--- src/rtl/rcon_seq.sv ---
// AES key-schedule word sequencer: walks word index i from Nk to 4*Nk+27 and
// emits per-word transform descriptors, generating Rcon by GF(2^8) doubling.
module rcon_seq #(
  parameter int unsigned           DATA_W    = 8,
  parameter logic [DATA_W-1:0]     POLY      = 8'h1B,
  parameter logic [DATA_W-1:0]     RCON_INIT = 8'h01,
  parameter int unsigned           IDX_W     = 6
) (
  input  logic              clk_in,
  input  logic              rst_in,
  input  logic              start_in,
  input  logic [1:0]        nk_in,
  input  logic              ready_in,
  output logic              valid_out,
  output logic [IDX_W-1:0]  idx_out,
  output logic [DATA_W-1:0] rcon_out,
  output logic              rot_sub_out,
  output logic              sub_only_out,
  output logic              last_out,
  output logic              busy_out,
  output logic              done_out
);

  typedef enum logic [1:0] {StIdle, StRun, StDone} state_e;

  state_e             state_q, state_d;
  logic [3:0]         nk_q, nk_d;
  logic [IDX_W-1:0]   idx_q, idx_d;
  logic [2:0]         phase_q, phase_d;
  logic [DATA_W-1:0]  rcon_q, rcon_d;

  // Output registers, loaded from next-state so descriptors line up with state.
  logic               valid_q;
  logic [IDX_W-1:0]   idx_o_q;
  logic [DATA_W-1:0]  rcon_o_q;
  logic               rot_sub_q, sub_only_q, last_q, done_q;

  logic [3:0]         nk_sel;
  logic [DATA_W-1:0]  rcon_x2;
  logic               run_d;
  logic [IDX_W-1:0]   last_idx_d;

  always_comb begin
    unique case (nk_in)
      2'd1:    nk_sel = 4'd6;
      2'd2:    nk_sel = 4'd8;
      default: nk_sel = 4'd4;
    endcase
  end

  assign rcon_x2 = {rcon_q[DATA_W-2:0], 1'b0} ^ (rcon_q[DATA_W-1] ? POLY : '0);

  always_comb begin
    state_d = state_q;
    nk_d    = nk_q;
    idx_d   = idx_q;
    phase_d = phase_q;
    rcon_d  = rcon_q;
    unique case (state_q)
      StIdle, StDone: begin
        if (state_q == StDone) state_d = StIdle;
        if (start_in) begin
          state_d = StRun;
          nk_d    = nk_sel;
          idx_d   = IDX_W'(nk_sel);
          phase_d = '0;
          rcon_d  = RCON_INIT;
        end
      end
      StRun: begin
        if (ready_in) begin
          if (last_q) begin
            state_d = StDone;
          end else begin
            idx_d   = idx_q + IDX_W'(1);
            phase_d = ({1'b0, phase_q} == nk_q - 4'd1) ? '0 : phase_q + 3'd1;
            if (phase_q == '0) rcon_d = rcon_x2;
          end
        end
      end
      default: state_d = StIdle;
    endcase
  end

  assign run_d      = (state_d == StRun);
  assign last_idx_d = IDX_W'({nk_d, 2'b00}) + IDX_W'(27);

  always_ff @(posedge clk_in or posedge rst_in) begin
    if (rst_in) begin
      state_q    <= StIdle;
      nk_q       <= '0;
      idx_q      <= '0;
      phase_q    <= '0;
      rcon_q     <= RCON_INIT;
      valid_q    <= 1'b0;
      idx_o_q    <= '0;
      rcon_o_q   <= '0;
      rot_sub_q  <= 1'b0;
      sub_only_q <= 1'b0;
      last_q     <= 1'b0;
      done_q     <= 1'b0;
    end else begin
      state_q    <= state_d;
      nk_q       <= nk_d;
      idx_q      <= idx_d;
      phase_q    <= phase_d;
      rcon_q     <= rcon_d;
      valid_q    <= run_d;
      idx_o_q    <= run_d ? idx_d : '0;
      rcon_o_q   <= (run_d && phase_d == '0) ? rcon_d : '0;
      rot_sub_q  <= run_d && (phase_d == '0);
      sub_only_q <= run_d && (nk_d == 4'd8) && (phase_d == 3'd4);
      last_q     <= run_d && (idx_d == last_idx_d);
      done_q     <= (state_d == StDone);
    end
  end

  assign valid_out    = valid_q;
  assign busy_out     = valid_q;
  assign idx_out      = idx_o_q;
  assign rcon_out     = rcon_o_q;
  assign rot_sub_out  = rot_sub_q;
  assign sub_only_out = sub_only_q;
  assign last_out     = last_q;
  assign done_out     = done_q;

endmodule

--- config.mk ---
export PLATFORM = sky130hd
export DESIGN_NAME = rcon_seq
export DESIGN_NICKNAME = d
export VERILOG_FILES = /design/src/rtl/rcon_seq.sv
export SDC_FILE = /design/constraint.sdc
export NUM_CORES = 1
export LEC_CHECK = 0
export CORE_MARGIN = 5
export CORE_UTILIZATION = 35
export CTS_CLUSTER_DIAMETER = 120
export DETAILED_ROUTE_END_ITERATION = 6
export PLACE_DENSITY = 0.63
export SLEW_MARGIN = 15
export SYNTH_ARGS = -nofsm -noshare
export SYNTH_HDL_FRONTEND = slang
export SYNTH_SLANG_ARGS = --single-unit
--- constraint.sdc ---
create_clock -name clk_in -period 2.4 [get_ports clk_in]
set_clock_uncertainty 0.2 [all_clocks]
set_input_delay 0.48 -clock clk_in [delete_from_list [all_inputs] [get_ports clk_in]]
set_output_delay 0.48 -clock clk_in [all_outputs]
set_load 0.005 [all_outputs]
==> metrics.txt <==
outcome=complete, no violations; TritonCTS clock tree=yes; Place WS=-0.209 ns; critical-path cell list=clkdlybuf4s50_1, buf_4, nand3b_1, xor2_1, o21ai_0, a221oi_2, and2_1; depth of the CTS H-tree=2; vias in the first global route=1479; Syn Area/Cell=approximately 11 µm²; HP Class=flop to flop; Worst Max-Slew Pin Slew=just under 0.6 ns; TritonRoute pass-1 iters=4; largest family of logic cells by synthesized area=simple AND/OR/NAND/NOR gates; Core ar.=0.00561 mm²; Post-Layout Cell Count=309; Yosys top cell area share=about half; RSZ-0062 raised after global routing=no; Crit-path slowest cell=clkdlybuf4s50_1; Root Driver=clkbuf_8; Leakage=1.21 nW; netlist area before placement=0.00205 mm²; Routed wire per std cell=14.1 µm; XOR/XNOR share of the synthesized area=5.55%; crit path time final=2.30 ns; commonest non-fill, non-tap cells in the layout=dfrtp_1 (41), clkdlybuf4s50_1 (25), buf_4 (22), nand2_1 (21), inv_1 (12); I/O pin cnt=26; cts bufs inserted=5; register-to-register setup slack=0.16 ns; Worst slew margin=approximately three fifths; # setup viols final=0; Die Y=86.5 µm; Area growth syn-to-layout=27.8%; max_cap viols=0; final core occ=46.7%; power density over the cells=1060 mW/mm²; worst path arrival time=approximately 2.3 ns; diodes inserted=0; DIE AREA=roughly 0.0075 mm²; Critical Path RT=approximately 2.4 ns; post-synthesis adder-cell area fraction=3.05%; Final Max Slew Viols=0; CP max FO=4; Via density=around 5; gate count of the mapped netlist=189; Top Family by Delay on Critical Path=buffers and inverters; setup ws final=0.103 ns; overall power=2.78 mW; Setup crit start kind=primary input; antenna violations before repair=0; Hold Fails Final Rpt=0; ranking of synthesized cells by area=dfrtp_1 (50%), xnor2_1 (4.3%), nand2_1 (3.8%); worst path buffer plus inverter count=2; #FFs+latches synth=42; first-pass GRT wire length=7.17 mm; Nets=247; largest net degree at the start of global routing=43; Most used DFF post-synth=dfrtp_1; Placed Cells=300; via count=1510; post-synthesis async set-or-reset flop share=100%; hold depth=2; IO buf count=25; Syn Nets=200; Worst setup EP type=flop; Remaining Overflow, GRT=0; # rows=27; worst reg-to-reg path cell count=7; Final Wtd Congestion=0.830; Global Route Usage Sum=12.2%; Sink Count=42; final worst path period share=95.7%; mux cell area share after synthesis=2.68%; hold endpoint=rcon_q[5]; DRC Markers=0; Initial Util=36.6%; share of cells above drive strength 1=19.8%; fmax=435 MHz; CP max stage delay=0.55 ns; CP Class=primary input to flop; worst r2r src=nk_q[0]; DRT antenna net count=0; Synth Area in Compound Gates=9.15%; Synth area leader=dfrtp_1; Max VDD drop=0.472 mV; Post-Synth Simple-Gate Area=23.6%; clk buf depth=2; Worst-Skew Late Latency=roughly 0.3 ns; First DRT Iteration DRCs=66; synth warn=0; number of flops mapped to enable cells by yosys=0; die width=slightly below 90 µm; beginning of the worst hold path=rcon_q[4]; worst r2r dst=rcon_out[1]; sequential area share after synthesis=51.3%; DP HPWL=3.14 mm; # hold bufs at CTS=0; final wirelength=4.34 mm; most common cell after layout, fill and taps aside=dfrtp_1; count of cell types in the netlist=47; Clock Pin Slew Worst Setup and Hold Paths=roughly 0.09 ns; hold_ws=0.305 ns
## area by class of cell
type	instances	area, µm²
inverters	12	45.0
fillers	538	2990
multi-input cells	128	926
well taps	72	90.1
repair buffers	47	415
flip-flops and latches	42	1050
clock buffers	5	68.8
clock inverters	3	23.8
## worst max-delay path by stage
stage	from	endpoint	slack, ns	cells after the start
5_1_grt	start_in	last_out	0.03	10
4_1_cts	nk_q[0]	rcon_out[4]	0.07	7
2_1_floorplan	state_q[0]	last_out	0.25	9
3_3_place_gp	start_in	last_out	-0.13	10
6_report	ready_in	rcon_out[1]	0.10	7
3_5_place_dp	ready_in	rcon_out[4]	-0.21	7
## sequential cells by signal, indices dropped and copies added, names as in the netlist
name and flops:
busy_out 1, done_out 1, idx_out 6, idx_q 6, last_out 1, nk_q 4, phase_q 3, rcon_out 8
rcon_q 8, rot_sub_out 1, state_q 2, sub_only_out 1
## timing repair
item                                    in CTS  in global routing
buffers inserted                             0                  0
resized for setup                            0                  2
endpoints found under the setup margin       0                 10
## metal layers
metal	track usage [%]	routed length (µm)	vias up
met4	3.40	34	0
met3	2.57	211	3
met2	19.3	2080	33
met1	16.8	2020	734
met5	0	0	-
li1	-	-	740
## cells in the mapped netlist, types with 2 or more instances
cell type and number:
nand3b_1 2, and4bb_2 2, and2_1 11, buf_1 2
o21ai_0 5, ha_1 5, nand2_1 21, nand3_1 11
nand2b_1 5, mux2_2 2, nor3b_1 2, xnor2_1 10
nor2_1 11, dfrtp_1 41, o21ai_1 3, nor3_1 3
o31ai_1 2, a21oi_1 4, xor2_1 3, inv_1 12
nor2b_1 3, buf_4 3, a22o_1 2
## tightest hold or removal path, cell delays in order (launching register included)
cell     delay, ns
dfrtp_1       0.35
nand2_1       0.05
nand2_1       0.07
## cells by family after synthesis
logic type,count (synthesis)
simple gates,81
flops,42
compound gates,24
buf+inv,20
xor+xnor,13
fa+ha+maj,5
mux,4
## power by group
group          total [mW]  switching, mW  internal, mW
Combinational        1.21          0.590         0.625
Clock               0.472          0.264         0.208
Sequential           1.09          0.181         0.911
Total                2.78           1.03          1.74
## stage by stage
stage / instance area (µm²) / TNS [ns]
after detailed placement: 2510 / -1.94
after global placement: 2510 / -1.03
after global routing: 2620 / 0
final: 2620 / 0
after CTS: 2600 / 0
after floorplan: 2050 / 0
No activity file was read; power rests on OpenSTA's default activity.
